$ cat src/rtl/ifetch_unit_if.sv
// ---------------------------------------------------------------------------
// ifetch_unit_if
//   Bundles every non-clock signal of the instruction fetch stage.
//
//   Instruction memory side
//     imem_req     fetch -> mem  request valid; accepted in the cycle it is high
//     imem_addr    fetch -> mem  byte address of the requested word
//     imem_rvalid  mem -> fetch  one-cycle response pulse per request
//     imem_rdata   mem -> fetch  instruction word, meaningful with imem_rvalid
//   Redirect side (from execute / branch resolution)
//     redirect_valid  one-cycle pulse: flush and refetch from redirect_pc
//     redirect_pc     new fetch address
//   Decode side
//     instr_valid  fetch -> dec  FIFO head valid
//     instr        fetch -> dec  FIFO head instruction
//     instr_pc     fetch -> dec  PC of instr
//     id_ready     dec -> fetch  decode consumes the head this cycle
//     halted       fetch -> dec  HALT fetched, fetch stopped
//
//   Handshake rules:
//     - Memory: imem_req has no ready; the request is taken in every cycle it
//       is high. Exactly one imem_rvalid pulse answers each request, at least
//       one cycle later. The fetch unit keeps at most one request open.
//     - Decode: a word moves when instr_valid && id_ready at a rising edge.
//       instr/instr_pc are stable while instr_valid is high and not consumed,
//       except that a redirect flushes the queue regardless of id_ready.
//
//   Modports: master = fetch unit, slave = memory/decode environment.
// ---------------------------------------------------------------------------
interface ifetch_unit_if;
  logic        imem_req;
  logic [31:0] imem_addr;
  logic        imem_rvalid;
  logic [31:0] imem_rdata;
  logic        redirect_valid;
  logic [31:0] redirect_pc;
  logic        instr_valid;
  logic [31:0] instr;
  logic [31:0] instr_pc;
  logic        id_ready;
  logic        halted;

  modport master (
    output imem_req,
    output imem_addr,
    input  imem_rvalid,
    input  imem_rdata,
    input  redirect_valid,
    input  redirect_pc,
    output instr_valid,
    output instr,
    output instr_pc,
    input  id_ready,
    output halted
  );

  modport slave (
    input  imem_req,
    input  imem_addr,
    output imem_rvalid,
    output imem_rdata,
    output redirect_valid,
    output redirect_pc,
    input  instr_valid,
    input  instr,
    input  instr_pc,
    output id_ready,
    input  halted
  );
endinterface

$ cat src/rtl/ifetch_unit.sv
// ---------------------------------------------------------------------------
// ifetch_unit
//   Instruction fetch stage in front of the decoder. Owns the PC, keeps one
//   word read open toward instruction memory, buffers returned words in a
//   QDEPTH-entry FIFO and hands them to decode with valid/ready. Folds
//   unconditional B branches locally, takes redirects from later stages and
//   stops fetching after a HALT word.
//
//   Parameters
//     RESET_PC  PC loaded at reset (byte address, word aligned)
//     QDEPTH    FIFO entries, power of two, >= 2
//
//   Ports
//     clk        rising-edge clock
//     rst_n      asynchronous active-low reset
//     bus        ifetch_unit_if.master (memory, redirect and decode signals)
//     dbg_state  current FSM state (FETCH=0, WAIT=1, HALTED=2)
// ---------------------------------------------------------------------------
module ifetch_unit #(
  parameter logic [31:0] RESET_PC = 32'h0000_0000,
  parameter int          QDEPTH   = 2
) (
  input  logic          clk,
  input  logic          rst_n,
  ifetch_unit_if.master bus,
  output logic [1:0]    dbg_state
);

  localparam int                PW      = $clog2(QDEPTH);
  localparam int                CNT_W   = PW + 1;
  localparam logic [CNT_W-1:0]  DEPTH_C = CNT_W'(QDEPTH);

  typedef enum logic [1:0] {
    ST_FETCH  = 2'd0,
    ST_WAIT   = 2'd1,
    ST_HALTED = 2'd2
  } state_e;

  // -------------------------------------------------------------------------
  // State
  // -------------------------------------------------------------------------
  state_e            state_q, state_d;
  logic [31:0]       pc_q, pc_d;
  logic              drop_q, drop_d;
  logic [PW-1:0]     wr_ptr_q, wr_ptr_d;
  logic [PW-1:0]     rd_ptr_q, rd_ptr_d;
  logic [CNT_W-1:0]  count_q, count_d;
  logic [31:0]       fifo_instr_q [QDEPTH];
  logic [31:0]       fifo_instr_d [QDEPTH];
  logic [31:0]       fifo_pc_q    [QDEPTH];
  logic [31:0]       fifo_pc_d    [QDEPTH];

  // -------------------------------------------------------------------------
  // Predecode of the word currently returning from memory
  // -------------------------------------------------------------------------
  logic        is_b;
  logic        is_halt;
  logic [31:0] br_off;

  assign is_b    = (bus.imem_rdata[31:25] == 7'b1100000);
  assign is_halt = (bus.imem_rdata[31:30] == 2'b11) && bus.imem_rdata[28]
                   && !bus.imem_rdata[27];
  // Word offset: sign-extended imm[15:0] scaled to bytes.
  assign br_off  = {{14{bus.imem_rdata[15]}}, bus.imem_rdata[15:0], 2'b00};

  // -------------------------------------------------------------------------
  // Next-state logic
  // -------------------------------------------------------------------------
  logic issue;
  logic push;
  logic pop;
  logic flush;

  always_comb begin
    state_d      = state_q;
    pc_d         = pc_q;
    drop_d       = drop_q;
    wr_ptr_d     = wr_ptr_q;
    rd_ptr_d     = rd_ptr_q;
    count_d      = count_q;
    fifo_instr_d = fifo_instr_q;
    fifo_pc_d    = fifo_pc_q;
    issue        = 1'b0;
    push         = 1'b0;
    flush        = 1'b0;

    if (bus.redirect_valid) begin
      // Redirect wins over everything. A response landing in this same
      // cycle belongs to the old path and is simply not pushed.
      flush = 1'b1;
      pc_d  = {bus.redirect_pc[31:2], 2'b00};
      if ((state_q == ST_WAIT) && !bus.imem_rvalid) begin
        // Old-path response still in flight: remember to swallow it.
        state_d = ST_WAIT;
        drop_d  = 1'b1;
      end else begin
        state_d = ST_FETCH;
        drop_d  = 1'b0;
      end
    end else begin
      case (state_q)
        ST_FETCH: begin
          // No request is open in FETCH, so the FIFO count alone is the
          // occupancy including reservations. rst_n gating keeps imem_req
          // low while reset is held.
          if (rst_n && (count_q < DEPTH_C)) begin
            issue   = 1'b1;
            state_d = ST_WAIT;
          end
        end
        ST_WAIT: begin
          if (bus.imem_rvalid) begin
            if (drop_q) begin
              // Stale response from before a redirect; pc already points
              // at the new path.
              drop_d  = 1'b0;
              state_d = ST_FETCH;
            end else begin
              push = 1'b1;
              if (is_b) begin
                pc_d = pc_q + br_off;
              end else begin
                pc_d = pc_q + 32'd4;
              end
              state_d = is_halt ? ST_HALTED : ST_FETCH;
            end
          end
        end
        ST_HALTED: begin
          // Only a redirect (above) or reset leaves this state.
        end
        default: begin
          state_d = ST_FETCH;
        end
      endcase
    end

    pop = !flush && (count_q != '0) && bus.id_ready;

    if (flush) begin
      wr_ptr_d = '0;
      rd_ptr_d = '0;
      count_d  = '0;
    end else begin
      // The issue rule reserves a slot before every request, so a push
      // always has room (or meets a simultaneous pop).
      if (push) begin
        fifo_instr_d[wr_ptr_q] = bus.imem_rdata;
        fifo_pc_d[wr_ptr_q]    = pc_q;
        wr_ptr_d               = wr_ptr_q + PW'(1);
      end
      if (pop) begin
        rd_ptr_d = rd_ptr_q + PW'(1);
      end
      count_d = count_q + CNT_W'(push) - CNT_W'(pop);
    end
  end

  // -------------------------------------------------------------------------
  // State registers
  // -------------------------------------------------------------------------
  always_ff @(posedge clk or negedge rst_n) begin
    if (!rst_n) begin
      state_q  <= ST_FETCH;
      pc_q     <= RESET_PC;
      drop_q   <= 1'b0;
      wr_ptr_q <= '0;
      rd_ptr_q <= '0;
      count_q  <= '0;
      for (int i = 0; i < QDEPTH; i++) begin
        fifo_instr_q[i] <= '0;
        fifo_pc_q[i]    <= '0;
      end
    end else begin
      state_q      <= state_d;
      pc_q         <= pc_d;
      drop_q       <= drop_d;
      wr_ptr_q     <= wr_ptr_d;
      rd_ptr_q     <= rd_ptr_d;
      count_q      <= count_d;
      fifo_instr_q <= fifo_instr_d;
      fifo_pc_q    <= fifo_pc_d;
    end
  end

  // -------------------------------------------------------------------------
  // Outputs
  // -------------------------------------------------------------------------
  assign bus.imem_req    = issue;
  assign bus.imem_addr   = pc_q;
  assign bus.instr_valid = (count_q != '0);
  assign bus.instr       = fifo_instr_q[rd_ptr_q];
  assign bus.instr_pc    = fifo_pc_q[rd_ptr_q];
  assign bus.halted      = (state_q == ST_HALTED);
  assign dbg_state       = state_q;

endmodule

$ cat src/flat_wrapper.sv
// flat-port wrapper written by rule: the top's interface ports become plain ports
module ifetch_unit_flat 
#(
  parameter logic [31:0] RESET_PC = 32'h0000_0000,
  parameter int          QDEPTH   = 2
)
  (clk, rst_n, dbg_state, bus_imem_req, bus_imem_addr, bus_imem_rvalid, bus_imem_rdata, bus_redirect_valid, bus_redirect_pc, bus_instr_valid, bus_instr, bus_instr_pc, bus_id_ready, bus_halted);
  ifetch_unit_if bus_i ();
  input  logic clk;
  input  logic rst_n;
  output logic [1:0] dbg_state;
  output wire logic [$bits(bus_i.imem_req)-1:0] bus_imem_req;
  output wire logic [$bits(bus_i.imem_addr)-1:0] bus_imem_addr;
  input wire logic [$bits(bus_i.imem_rvalid)-1:0] bus_imem_rvalid;
  input wire logic [$bits(bus_i.imem_rdata)-1:0] bus_imem_rdata;
  input wire logic [$bits(bus_i.redirect_valid)-1:0] bus_redirect_valid;
  input wire logic [$bits(bus_i.redirect_pc)-1:0] bus_redirect_pc;
  output wire logic [$bits(bus_i.instr_valid)-1:0] bus_instr_valid;
  output wire logic [$bits(bus_i.instr)-1:0] bus_instr;
  output wire logic [$bits(bus_i.instr_pc)-1:0] bus_instr_pc;
  input wire logic [$bits(bus_i.id_ready)-1:0] bus_id_ready;
  output wire logic [$bits(bus_i.halted)-1:0] bus_halted;
  assign bus_imem_req = bus_i.imem_req;
  assign bus_imem_addr = bus_i.imem_addr;
  assign bus_i.imem_rvalid = bus_imem_rvalid;
  assign bus_i.imem_rdata = bus_imem_rdata;
  assign bus_i.redirect_valid = bus_redirect_valid;
  assign bus_i.redirect_pc = bus_redirect_pc;
  assign bus_instr_valid = bus_i.instr_valid;
  assign bus_instr = bus_i.instr;
  assign bus_instr_pc = bus_i.instr_pc;
  assign bus_i.id_ready = bus_id_ready;
  assign bus_halted = bus_i.halted;
  ifetch_unit #(.RESET_PC(RESET_PC), .QDEPTH(QDEPTH)) u_core (.clk(clk), .rst_n(rst_n), .bus(bus_i), .dbg_state(dbg_state));
endmodule
$ cat config.mk
export PLATFORM = sky130hd
export DESIGN_NAME = ifetch_unit_flat
export DESIGN_NICKNAME = d
export VERILOG_FILES = /design/src/rtl/ifetch_unit_if.sv /design/src/rtl/ifetch_unit.sv /design/src/flat_wrapper.sv
export SDC_FILE = /design/constraint.sdc
export NUM_CORES = 1
export LEC_CHECK = 0
export BUFFER_PORTS_ARGS = -buffer_cell sky130_fd_sc_hd__buf_4
export CAP_MARGIN = 20
export CORE_MARGIN = 5
export CORE_UTILIZATION = 55
export DETAILED_ROUTE_END_ITERATION = 8
export GPL_TIMING_DRIVEN = 0
export PLACE_DENSITY = 0.85
export REMOVE_ABC_BUFFERS = 1
export SYNTH_ARGS = -nofsm -noshare
export SYNTH_HDL_FRONTEND = slang
export SYNTH_SLANG_ARGS = --single-unit
export TNS_END_PERCENT = 100
$ cat constraint.sdc
create_clock -name clk -period 4.2 [get_ports clk]
set_clock_uncertainty 0.1 [all_clocks]
set_input_delay 0.21 -clock clk [delete_from_list [all_inputs] [get_ports clk]]
set_output_delay 0.21 -clock clk [all_outputs]
set_load 0.1 [all_outputs]
==> insert_results.sql <==
INSERT INTO impl_metrics (metric_group, metric, value, unit) VALUES
('cts', 'clk_latency_worst_skew_pair', '0.42', 'ns'),
('synth', 'avgSynthCellArea', '11.7', 'µm²'),
('synth', 'synth_top_area_share', '0.474', ''),
('floorplan', 'design.core.area', '15200', 'µm²'),
('synth', 'synth_simple_gate_area_share', '0.101', ''),
('synth', 'mapped_cells', '725', ''),
('timing', 'timing.fmax', '0.256', 'GHz'),
('cts', 'numCtsBuffers', '17', ''),
('floorplan', 'die_x', '134', 'µm'),
('flow_run', 'maxCapViolations', '0', ''),
('placed_design', 'dp.final_hpwl', '13800', 'µm'),
('cts', 'cts_root_buffer', 'sky130_fd_sc_hd__clkbuf_16', ''),
('timing', 'slew_headroom', '0.245', ''),
('timing', 'period_needed', '3.91', 'ns'),
('layout', 'layout-area-overhead-vs-synth', '31.4', '%'),
('layout', 'number_of_filler_cells_placed_in_the_layout', '1002', ''),
('grt', 'grt_start_max_net_pins', '104', ''),
('cts', 'clock_tree.htree_level_count', '4', ''),
('grt', 'antenna_found_initial', '0', ''),
('power', 'pwr_density_cell', '722', 'nW/µm²'),
('grt', 'vias_in_the_first_global_route', '6875', ''),
('routing', 'viasPerCell', '5.80', ''),
('routing', 'antenna_left', '0', ''),
('power', 'vdd_ir_drop_max', '0.000632', 'V'),
('synth', 'yosys_register_bits', '161', ''),
('worst_setup_path', 'crit_arrival', '4.10', 'ns'),
('hold_path', 'holdCritPathClass', 'primary input to flip-flop', ''),
('timing', 'slew_violations', '0', ''),
('synth', 'synth_area_in_xor_xnor', '0.0278', ''),
('timing', 'setup-violations-final', '0', ''),
('worst_setup_path', 'worst_case_register_to_register_setup_slack', '0.98', 'ns'),
('timing', 'setup_repair_after_global_routing_missed_its_margin', 'no', ''),
('placed_design', 'buffers_added_on_ports', '163', ''),
('routing', 'detail_route.wl_per_cell', '19.3', 'µm'),
('timing', 'totalNegativeSetupSlack', '0', 'ns'),
('worst_setup_path', 'timing.rr.end', 'u_core.bus.imem_addr[30]', ''),
('placed_design', 'gp_routability_congestion', '0.871', ''),
('layout', 'finalInstanceArea', '11200', 'µm²'),
('synth', 'yosys.area.top_type', 'sky130_fd_sc_hd__dfrtp_1', ''),
('worst_setup_path', 'worstPathRequired', '4.39', 'ns'),
('worst_setup_path', 'r2r-start', 'u_core.bus.imem_addr[2]', ''),
('worst_setup_path', 'cp-endpoint', 'u_core.bus.imem_addr[30]', ''),
('synth', 'ys_top_cells_by_area', 'sky130_fd_sc_hd__dfrtp_1 (47%), sky130_fd_sc_hd__mux2_2 (25%), sky130_fd_sc_hd__ha_1 (2.5%), sky130_fd_sc_hd__and3_1 (1.8%), sky130_fd_sc_hd__nand2_1 (1.8%)', ''),
('layout', 'antenna-diode-count', '0', ''),
('timing', 'final.period_utilization', '0.931', ''),
('synth', 'complex_gate_fraction_of_the_synthesized_area', '0.0734', ''),
('grt', 'global_route.usage.total', '0.247', ''),
('layout', 'drive_gt1_frac', '0.433', ''),
('grt', 'grt-ovfl-total', '0', ''),
('timing', 'report.final.hold_viol_count', '0', ''),
('routing', 'routed_wl', '22000', 'µm'),
('outcome', 'run_status', 'completed', ''),
('cts', 'postCtsSetupBuffers', '0', ''),
('timing', 'max_slew.worst_pin.slew', '1.12', 'ns'),
('layout', 'seqCellArea', '4030', 'µm²'),
('worst_setup_path', 'setup.worst_path.start', 'bus_imem_rdata[27]', ''),
('synth', 'yosys.area_share.adder', '0.0274', ''),
('grt', 'grt_pass1_wl', '35800', 'µm'),
('placed_design', 'dpl_cell_area', '9930', 'µm²'),
('synth', 'synth_cell_types', '60', ''),
('worst_setup_path', 'timing.critical_path.fanout_max', '5', ''),
('layout', 'most-common-layout-cells', 'sky130_fd_sc_hd__mux2_2 (191), sky130_fd_sc_hd__buf_4 (163), sky130_fd_sc_hd__dfrtp_1 (160), sky130_fd_sc_hd__dlygate4sd3_1 (63), sky130_fd_sc_hd__nand2_1 (40)', ''),
('routing', 'drt_drc_violations_left', '0', ''),
('cts', 'cts_tree', 'built', ''),
('layout', 'nets', '1024', ''),
('worst_setup_path', 'timing.setup.critical_path_class', 'primary input to flip-flop', ''),
('cts', 'max-clock-path-buffers', '2', ''),
('layout', 'multi_input_area', '4280', 'µm²'),
('layout', 'layout.cells.most_common', 'sky130_fd_sc_hd__mux2_2', ''),
('synth', 'synth_edf_count', '0', ''),
('synth', 'synth_warnings', '0', '');
## synthesized netlist by cell type (2+ instances only)
master                      instances
sky130_fd_sc_hd__and2_1             4
sky130_fd_sc_hd__a211oi_1           2
sky130_fd_sc_hd__nor2_1            28
sky130_fd_sc_hd__nor4_1             7
sky130_fd_sc_hd__clkbuf_1          34
sky130_fd_sc_hd__and3_1            25
sky130_fd_sc_hd__buf_4              4
sky130_fd_sc_hd__o21ai_0           26
sky130_fd_sc_hd__nor2b_1            3
sky130_fd_sc_hd__o21ai_1            4
sky130_fd_sc_hd__or3_1              9
sky130_fd_sc_hd__xnor2_1           11
sky130_fd_sc_hd__nand4_1            5
sky130_fd_sc_hd__ha_1              17
sky130_fd_sc_hd__o211ai_1           4
sky130_fd_sc_hd__nand3_1            9
sky130_fd_sc_hd__mux2_2           191
sky130_fd_sc_hd__a221oi_1           2
sky130_fd_sc_hd__a21o_1             7
sky130_fd_sc_hd__nor3b_1            2
sky130_fd_sc_hd__xor2_1            16
sky130_fd_sc_hd__mux2i_1           14
sky130_fd_sc_hd__nand2_1           40
sky130_fd_sc_hd__or4_1              3
sky130_fd_sc_hd__nand3b_1           2
sky130_fd_sc_hd__o21a_1             7
sky130_fd_sc_hd__dfrtp_1          161
sky130_fd_sc_hd__buf_1              7
sky130_fd_sc_hd__a21oi_1           28
sky130_fd_sc_hd__nor3_1             9
sky130_fd_sc_hd__a2111oi_0          2
sky130_fd_sc_hd__inv_1              9
sky130_fd_sc_hd__a31oi_1            6
## how the worst min path moves through the flow
| stage | start | endpoint | cells past startpoint | slack, ns |
|---|---|---|---|---|
| 4_1_cts | bus_imem_rdata[28] | u_core.fifo_instr_q[60] | 2 | 0.004 |
| 3_5_place_dp | rst_n | u_core.fifo_instr_q[3] | 1 | 0.07 |
| 5_1_grt | bus_imem_rdata[28] | u_core.fifo_instr_q[28] | 2 | 0.01 |
| 2_1_floorplan | rst_n | u_core.bus.imem_addr[10] | 0 | -0.19 |
| 6_report | bus_imem_rdata[28] | u_core.fifo_instr_q[60] | 2 | 0.03 |
| 3_3_place_gp | bus_imem_rvalid | u_core.drop_q | 2 | 0.31 |
## repair_timing
action                                 4_1_cts  5_1_grt
setup endpoints to repair                    0        5
hold buffers                                63        0
endpoints found under the hold margin      152        0
resized for setup                            0        1
## registers in the layout, summed over array words and instances (netlist names)
register and cells:
u_core.wr_ptr_q 1, u_core.fifo_pc_q 60, u_core.drop_q 1, u_core.fifo_instr_q 64
u_core.rd_ptr_q 1, u_core.count_q 2, u_core.dbg_state 2, u_core.bus.imem_addr 30
## report_power, final
group	internal [mW]	leakage, nW	switching (mW)
registers	2.01	2.04	0.306
clock network	0.869	0.273	0.637
logic	1.14	2.91	3.10
total	4.02	5.23	4.05
## critical path: stages
cell                            delay (ns)
sky130_fd_sc_hd__dlygate4sd3_1        0.53
sky130_fd_sc_hd__buf_4                0.15
sky130_fd_sc_hd__nand3b_1             0.25
sky130_fd_sc_hd__or3_1                0.41
sky130_fd_sc_hd__ha_1                 0.24
sky130_fd_sc_hd__fa_1                 0.42
sky130_fd_sc_hd__a21o_1               0.23
sky130_fd_sc_hd__a221oi_2             0.48
sky130_fd_sc_hd__o31ai_4              0.18
sky130_fd_sc_hd__a21boi_2             0.36
sky130_fd_sc_hd__nor3b_1              0.35
sky130_fd_sc_hd__nor4_1               0.09
sky130_fd_sc_hd__nand3b_1             0.18
## routing by layer
metal | up-vias | global-route usage | part of all wire
met2 | 214 | 0.411 | 0.50
met5 | - | 0 | 0
met4 | 0 | 0.0871 | 0.018
met1 | 3319 | 0.323 | 0.42
met3 | 30 | 0.0480 | 0.056
li1 | 3043 | - | -
## layout make-up
cell class                 count  share of cell area
timing repair buffer         236               0.180
sequential                   161               0.361
clock inverter                10             0.00907
tap                          188              0.0211
inverter                      10             0.00336
clock buffer                  22              0.0424
multi-input combinational    511               0.383
## stage by stage
stage	utilization	setup WS, ns	hold slack [ns]	total power [mW]	cells
final	0.735	0.291	0.0288	8.06	1138
after floorplan	-	-3.17	-0.186	5.67	682
after CTS	0.733	0.0200	0.00412	8.08	1136
after global placement	0.643	-6.16	0.307	6.44	1033
after global routing	0.735	0.112	0.0129	8.36	1138
after detailed placement	0.653	-0.0405	0.0703	6.51	1041
## kinds of logic (layout without fill, tap and decap cells)
group,Yosys count,after routing
muxes,205,205
DFF,161,161
and+or+nand+nor,158,158
AOI/OAI and AO/OA,99,99
buffers and inverters,56,278
xor gates and xnor gates,27,27
adders and majority gates,18,18
other,1,4
Note: power is estimated with default switching activity, not from simulation.
